## src/rtl/div_pkg.sv

```systemverilog
// ----------------------------------------------------------------------------
// div_pkg
// Shared definitions for the sequential restoring divider:
//   - div_state_e : FSM state encoding (IDLE, RUN, FIX, DZ, DONE)
//   - twos_neg    : two's-complement negate on a wide vector; callers
//                   zero-extend into DIV_MAX_W bits and truncate the result
//                   back to their own width (negation mod 2**N is preserved).
// ----------------------------------------------------------------------------
package div_pkg;

    localparam int unsigned DIV_MAX_W = 64;

    typedef enum logic [2:0] {
        S_IDLE = 3'd0,
        S_RUN  = 3'd1,
        S_FIX  = 3'd2,
        S_DZ   = 3'd3,
        S_DONE = 3'd4
    } div_state_e;

    function automatic logic [DIV_MAX_W-1:0] twos_neg(input logic [DIV_MAX_W-1:0] v);
        return ~v + DIV_MAX_W'(1);
    endfunction

endpackage

```

## src/rtl/div_seq_param_step.sv

```systemverilog
// ----------------------------------------------------------------------------
// div_step
// One combinational restoring-division step on magnitudes.
//   a_i : partial remainder (always < m_i)
//   q_i : dividend bits still to shift in / quotient bits produced so far
//   m_i : divisor magnitude
//   a_o : next partial remainder
//   q_o : next quotient/dividend register
// {A,Q} is shifted left by one; the trial subtraction is done one bit wider
// than the shifted remainder so a borrow is visible as the top bit.
// ----------------------------------------------------------------------------
module div_step #(
    parameter int WIDTH = 32
) (
    input  logic [WIDTH-1:0] a_i,
    input  logic [WIDTH-1:0] q_i,
    input  logic [WIDTH-1:0] m_i,
    output logic [WIDTH-1:0] a_o,
    output logic [WIDTH-1:0] q_o
);

    logic [WIDTH:0]   a_sh;
    logic [WIDTH+1:0] diff;

    always_comb begin
        a_sh = {a_i, q_i[WIDTH-1]};
        diff = {1'b0, a_sh} - {2'b00, m_i};
        if (!diff[WIDTH+1]) begin
            // result is < m_i, so it always fits in WIDTH bits
            a_o = WIDTH'(diff);
            q_o = {q_i[WIDTH-2:0], 1'b1};
        end else begin
            a_o = a_sh[WIDTH-1:0];
            q_o = {q_i[WIDTH-2:0], 1'b0};
        end
    end

endmodule

```

## src/rtl/div_seq_param.sv

```systemverilog
// ----------------------------------------------------------------------------
// div_seq_param
// Multi-cycle restoring integer divider, signed or unsigned per operation.
// Ports:
//   clk            : rising-edge clock
//   clr            : synchronous reset, active-low
//   start          : request, accepted only in IDLE or DONE
//   is_signed      : 1 = two's-complement operands
//   dividend/divisor : operands, sampled with an accepted start
//   busy           : operation in progress (RUN or FIX)
//   ready          : results valid, held until the next accepted start
//   quotient       : truncated toward zero
//   remainder      : sign follows dividend
//   data_exception : divisor was zero
//   overflow       : signed MIN / -1
// Latency: WIDTH+1 cycles, or 1 cycle for a zero divisor.
//
// state  | meaning
// IDLE   | after reset, waiting for start
// RUN    | WIDTH restoring steps on magnitudes
// FIX    | apply signs, publish results
// DZ     | zero divisor, publish exception result
// DONE   | results held, waiting for start
// ----------------------------------------------------------------------------
module div_seq_param #(
    parameter int WIDTH = 32,
    parameter int CNT_W = 6
) (
    input  logic             clk,
    input  logic             clr,
    input  logic             start,
    input  logic             is_signed,
    input  logic [WIDTH-1:0] dividend,
    input  logic [WIDTH-1:0] divisor,
    output logic             busy,
    output logic             ready,
    output logic [WIDTH-1:0] quotient,
    output logic [WIDTH-1:0] remainder,
    output logic             data_exception,
    output logic             overflow
);
    import div_pkg::*;

    localparam logic [CNT_W-1:0] LAST_CNT = CNT_W'(WIDTH-1);
    localparam logic [WIDTH-1:0] MIN_VAL  = {1'b1, {(WIDTH-1){1'b0}}};

    function automatic logic [WIDTH-1:0] neg_w(input logic [WIDTH-1:0] v);
        return WIDTH'(twos_neg(DIV_MAX_W'(v)));
    endfunction

    div_state_e       state_q, state_d;
    logic [CNT_W-1:0] cnt_q, cnt_d;
    logic [WIDTH-1:0] a_q, a_d, q_q, q_d, m_q, m_d;
    logic             sd_q, sd_d, sv_q, sv_d, ovfp_q, ovfp_d;
    logic [WIDTH-1:0] quot_q, quot_d, rem_q, rem_d;
    logic             ready_q, ready_d, dexc_q, dexc_d, ovf_q, ovf_d;
    logic [WIDTH-1:0] step_a, step_q;
    logic             accept, in_neg, dv_neg;

    div_step #(.WIDTH(WIDTH)) u_step (
        .a_i (a_q),
        .q_i (q_q),
        .m_i (m_q),
        .a_o (step_a),
        .q_o (step_q)
    );

    always_ff @(posedge clk) begin
        if (!clr) begin
            state_q <= S_IDLE;
            cnt_q   <= '0;
            a_q     <= '0;
            q_q     <= '0;
            m_q     <= '0;
            sd_q    <= 1'b0;
            sv_q    <= 1'b0;
            ovfp_q  <= 1'b0;
            quot_q  <= '0;
            rem_q   <= '0;
            ready_q <= 1'b0;
            dexc_q  <= 1'b0;
            ovf_q   <= 1'b0;
        end else begin
            state_q <= state_d;
            cnt_q   <= cnt_d;
            a_q     <= a_d;
            q_q     <= q_d;
            m_q     <= m_d;
            sd_q    <= sd_d;
            sv_q    <= sv_d;
            ovfp_q  <= ovfp_d;
            quot_q  <= quot_d;
            rem_q   <= rem_d;
            ready_q <= ready_d;
            dexc_q  <= dexc_d;
            ovf_q   <= ovf_d;
        end
    end

    always_comb begin
        state_d = state_q;
        cnt_d   = cnt_q;
        a_d     = a_q;
        q_d     = q_q;
        m_d     = m_q;
        sd_d    = sd_q;
        sv_d    = sv_q;
        ovfp_d  = ovfp_q;
        quot_d  = quot_q;
        rem_d   = rem_q;
        ready_d = ready_q;
        dexc_d  = dexc_q;
        ovf_d   = ovf_q;
        accept  = 1'b0;
        in_neg  = is_signed & dividend[WIDTH-1];
        dv_neg  = is_signed & divisor[WIDTH-1];

        case (state_q)
            S_IDLE, S_DONE: accept = start;
            S_RUN: begin
                a_d   = step_a;
                q_d   = step_q;
                cnt_d = cnt_q + CNT_W'(1);
                if (cnt_q == LAST_CNT) state_d = S_FIX;
            end
            S_FIX: begin
                // MIN/-1 needs no special case: |MIN| / 1 leaves Q = MIN, A = 0
                quot_d  = (sd_q ^ sv_q) ? neg_w(q_q) : q_q;
                rem_d   = sd_q ? neg_w(a_q) : a_q;
                ovf_d   = ovfp_q;
                ready_d = 1'b1;
                state_d = S_DONE;
            end
            S_DZ: begin
                // Q holds the raw dividend on this path
                quot_d  = '0;
                rem_d   = q_q;
                dexc_d  = 1'b1;
                ready_d = 1'b1;
                state_d = S_DONE;
            end
            default: state_d = S_IDLE;
        endcase

        if (accept) begin
            sd_d    = in_neg;
            sv_d    = dv_neg;
            m_d     = dv_neg ? neg_w(divisor) : divisor;
            a_d     = '0;
            cnt_d   = '0;
            ready_d = 1'b0;
            dexc_d  = 1'b0;
            ovf_d   = 1'b0;
            ovfp_d  = is_signed & (dividend == MIN_VAL) & (divisor == '1);
            if (divisor == '0) begin
                q_d     = dividend;
                state_d = S_DZ;
            end else begin
                q_d     = in_neg ? neg_w(dividend) : dividend;
                state_d = S_RUN;
            end
        end
    end

    assign busy           = (state_q == S_RUN) || (state_q == S_FIX);
    assign ready          = ready_q;
    assign quotient       = quot_q;
    assign remainder      = rem_q;
    assign data_exception = dexc_q;
    assign overflow       = ovf_q;

endmodule

```

## config.mk

```make
export PLATFORM = sky130hd
export DESIGN_NAME = div_seq_param
export DESIGN_NICKNAME = d
export VERILOG_FILES = /design/src/rtl/div_pkg.sv /design/src/rtl/div_seq_param_step.sv /design/src/rtl/div_seq_param.sv
export SDC_FILE = /design/constraint.sdc
export NUM_CORES = 1
export LEC_CHECK = 0
export BUFFER_PORTS_ARGS = -buffer_cell sky130_fd_sc_hd__buf_2
export CORE_ASPECT_RATIO = 1.1
export CORE_MARGIN = 2
export CORE_UTILIZATION = 40
export DETAILED_ROUTE_END_ITERATION = 8
export PLACE_DENSITY = 0.68
export SLEW_MARGIN = 20
export SYNTH_ARGS = -nofsm -noshare
export SYNTH_HDL_FRONTEND = slang
export SYNTH_HIERARCHICAL = 1
export SYNTH_SLANG_ARGS = --single-unit
```

## constraint.sdc

```tcl
create_clock -name clk -period 3.4 [get_ports clk]
set_input_delay 0.17 -clock clk [delete_from_list [all_inputs] [get_ports clk]]
set_output_delay 0.17 -clock clk [all_outputs]
set_load 0.02 [all_outputs]
```

==> results_dict.tcl <==
set metrics [dict create \
    hp-class "in2reg" \
    wl_per_cell_um 18.87 \
    finalHoldWorstSlack_ps 39.78 \
    gp_congestion 0.9159 \
    antenna_found_initial 0 \
    fin_nets 1804 \
    worstMarginPinSlew_ps 1094 \
    cts_inserted_buffers 17 \
    die_area_sq_um 31630 \
    worstHoldPathCells 3 \
    required_ps 3760 \
    internal-power_mw 3.668 \
    grtUsageTotal_pct 24.47 \
    dp.final_hpwl_um 29660 \
    vias 12070 \
    combPwrFrac_pct 20.8 \
    synth.distinct_cells 86 \
    switching_share_pct 32.70 \
    num_io_pins 136 \
    drc_errors 0 \
    power_switching_mw 1.782 \
    vias_per_cell 5.793 \
    root_buffer "clkbuf_16" \
    fin_area_sq_um 13520 \
    drt_iter0_markers 970 \
    setup_viol 0 \
    rsz0062_at_grt "false" \
    die_y_um 186.3 \
    synthArstFlopShare_pct 0 \
    worst_setup_path_end_kind "register" \
    max_cap_viol_count 0 \
    fin_skew_ps 13.42 \
    syn-cell-area_sq_um 12090 \
    grt_pass1_vias 11350 \
    cts_setup_buffers 0 \
    cpMaxStageDelayCell "dfxtp_1" \
    cp-start-kind "register" \
    syn_nets 1738 \
    grt_max_degree 54 \
    status "finished clean" \
    ys_warn_count 6 \
    fp.dieW_um 169.8 \
    critical_path_class "reg2reg" \
    grt_first_pass_wirelength_um 61710 \
    seq_area_sq_um 3505 \
    cpPeakStageDelay_ps 540 \
    post-route-period-util_pct 84.53 \
    row_count 66 \
    clkLatencyLatePin_ps 440 \
    pwr-share-seq_pct 40.8 \
    place_area_sq_um 12890 \
    first_pass_iters 5 \
    p_per_area_nw_per_um2 403.0 \
    hold_buffers 0 \
    synth-seq-area-share_pct 28.98 \
    cts_max_level 4 \
    arrival_ps 3240 \
    detail-route-antenna-nets 0 \
    post_cts_resized 0 \
    p_clk_share_pct 38.4 \
    rr_worst_depth 11 \
    hold_viol_final 0 \
    vdd_ir_drop_max_uv 346.9 \
    area_growth_syn_to_layout_pct 11.87 \
    syn_avg_cell_area_sq_um 7.412 \
    numClockSinks 175 \
    grt-ovfl-total 0 \
    cts_tree "built" \
    clock_path_buffers 2 \
    synth-main-ff-cell "dfxtp_1" \
    critPathMaxFanout 14 \
    core_sq_um 29650 \
    synth-seq-cells 175 \
    leakage_nw 5.451 \
    synth_top_area_cell "dfxtp_1" \
    synth.area.top_cells "dfxtp_1 (29%), nand2_1 (8.7%), a21oi_1 (6.3%), xnor2_1 (5.9%), o21ai_0 (4.4%)" \
    fmax_mhz 347.9 \
    synthCells 1631 \
    fill_cells 3005 \
    fin_crit_ps 2874 \
    synth_edf_count 0 \
    tns_ps 0 \
    routed_wl_um 39320 \
    start_util_pct 40.78 \
    multi_input_area_sq_um 7717 \
    diodes 0 \
    portBuffers 135 \
    synth.top_cell.area_share_pct 28.98 \
    path_cells "ha_1, nor2b_1, o2111a_1, o21ai_1, a311oi_2, nor3_4, inv_2, and4b_1, a211oi_2, nand2_1, a21oi_1" \
    drive_gt1_share_pct 15.38 \
    dp_worst_setup_slack_ps 603.2 \
    maxSlewViolCount 0 \
    fin_ws_ps 526.0 \
    path_clk_slew_ps 70 \
    slew_headroom_pct 27.04 \
]
==> power by group through the flow <==
stage | Sequential, mW | Clock, mW | Combinational (mW)
finish | 2.22 | 2.09 | 1.13
global route | 2.23 | 2.20 | 1.24
CTS | 2.22 | 2.12 | 1.12
detailed placement | 2.27 | 0 | 1.11
global placement | 2.27 | 0 | 1.11
floorplan | 2.23 | 0 | 0.843
==> per-layer routing <==
layer | global-route usage, % | part of all wire (%)
met1 | 31.20 | 42
met2 | 41.82 | 48
met3 | 3.266 | 6.1
met5 | 0 | 0
met4 | 9.369 | 3.9
==> Yosys cell counts, types with 9 or more instances <==
| library cell | n |
|---|---|
| nor3_1 | 48 |
| o211ai_1 | 11 |
| o22ai_1 | 11 |
| nor2b_1 | 9 |
| o31ai_1 | 23 |
| buf_4 | 34 |
| ha_1 | 38 |
| a31oi_1 | 14 |
| or4_1 | 15 |
| nor4_1 | 14 |
| and3_1 | 12 |
| nand3_1 | 44 |
| dfxtp_1 | 175 |
| inv_1 | 62 |
| a211oi_1 | 26 |
| o21ai_0 | 107 |
| xnor2_1 | 81 |
| a21oi_1 | 151 |
| nand2_1 | 280 |
| xor2_1 | 55 |
| nand4_1 | 18 |
| nor2_1 | 114 |
| a21o_1 | 12 |
| clkbuf_1 | 77 |
| or3_1 | 10 |
| mux2i_1 | 15 |
==> per-stage QoR <==
stage | power [mW] | utilization [%] | std cells
floorplan | 3.072 | - | 1631
global placement | 3.371 | 43.49 | 2052
detailed placement | 3.380 | 43.49 | 2052
CTS | 5.462 | 45.60 | 2084
global route | 5.673 | 45.62 | 2084
finish | 5.450 | 45.62 | 2084
==> area by class of cell <==
cell class	instances	area share [%]
Tap cell	374	3.460
Clock inverter	15	1.480
Multi-Input combinational cell	1265	57.06
Inverter	64	1.776
Clock buffer	17	3.146
Timing Repair Buffer	174	7.161
Sequential cell	175	25.91
==> sequential cells by signal, indices dropped and copies added (netlist names), 3 cells and up <==
register and flops:
state_q 3, a_q 32, cnt_q 6, remainder 32, m_q 32, quotient 32
q_q 32
==> worst paths after layout <==
check                                     to                  startpoint  slack (ps)
setup reg to reg        a_q[31]$_SDFFE_PP0N_         a_q[0]$_SDFFE_PP0N_         530
hold / removal           m_q[1]$_SDFFE_PN0N_                  divisor[1]          40
hold reg to reg   remainder[18]$_SDFFE_PN0P_  remainder[18]$_SDFFE_PN0P_         440
setup / recovery        a_q[31]$_SDFFE_PP0N_         a_q[0]$_SDFFE_PP0N_         530
==> kinds of logic after synthesis <==
logic type	count (synthesis)	share of synthesized area [%]
adder cells (fa/ha/maj)	39	4.099
flip-flops	175	28.98
multiplexers	19	1.677
XOR/XNOR	136	9.853
AND/OR/NAND/NOR	622	24.38
buffers and inverters	191	7.317
AO/OA/AOI/OAI	449	23.69
==> critical path, delay by kind of cell (launching register included) <==
family                   cells  cell delay (ps)
flip-flops                   1              540
adder cells (fa/ha/maj)      1              290
AND/OR/NAND/NOR              4              660
AO/OA/AOI/OAI                5             1110
buffers and inverters        1              200
==> placed cells by master (no fill, tap or decap), types with 10 or more instances in the layout <==
| master | n |
|---|---|
| o31ai_1 | 23 |
| o211ai_1 | 11 |
| and3_1 | 12 |
| a21oi_1 | 151 |
| buf_4 | 39 |
| a211oi_1 | 26 |
| xnor2_1 | 81 |
| o22ai_1 | 11 |
| inv_1 | 61 |
| mux2i_1 | 15 |
| nor4_1 | 14 |
| o21ai_0 | 107 |
| or3_1 | 10 |
| a31oi_1 | 14 |
| nand3_1 | 44 |
| nor2_1 | 113 |
| buf_2 | 135 |
| or4_1 | 15 |
| nand4_1 | 18 |
| a21o_1 | 12 |
| dfxtp_1 | 174 |
| nand2_1 | 280 |
| nor3_1 | 48 |
| xor2_1 | 55 |
| clkbuf_16 | 17 |
| ha_1 | 38 |
(Power assumes the default switching activity.)
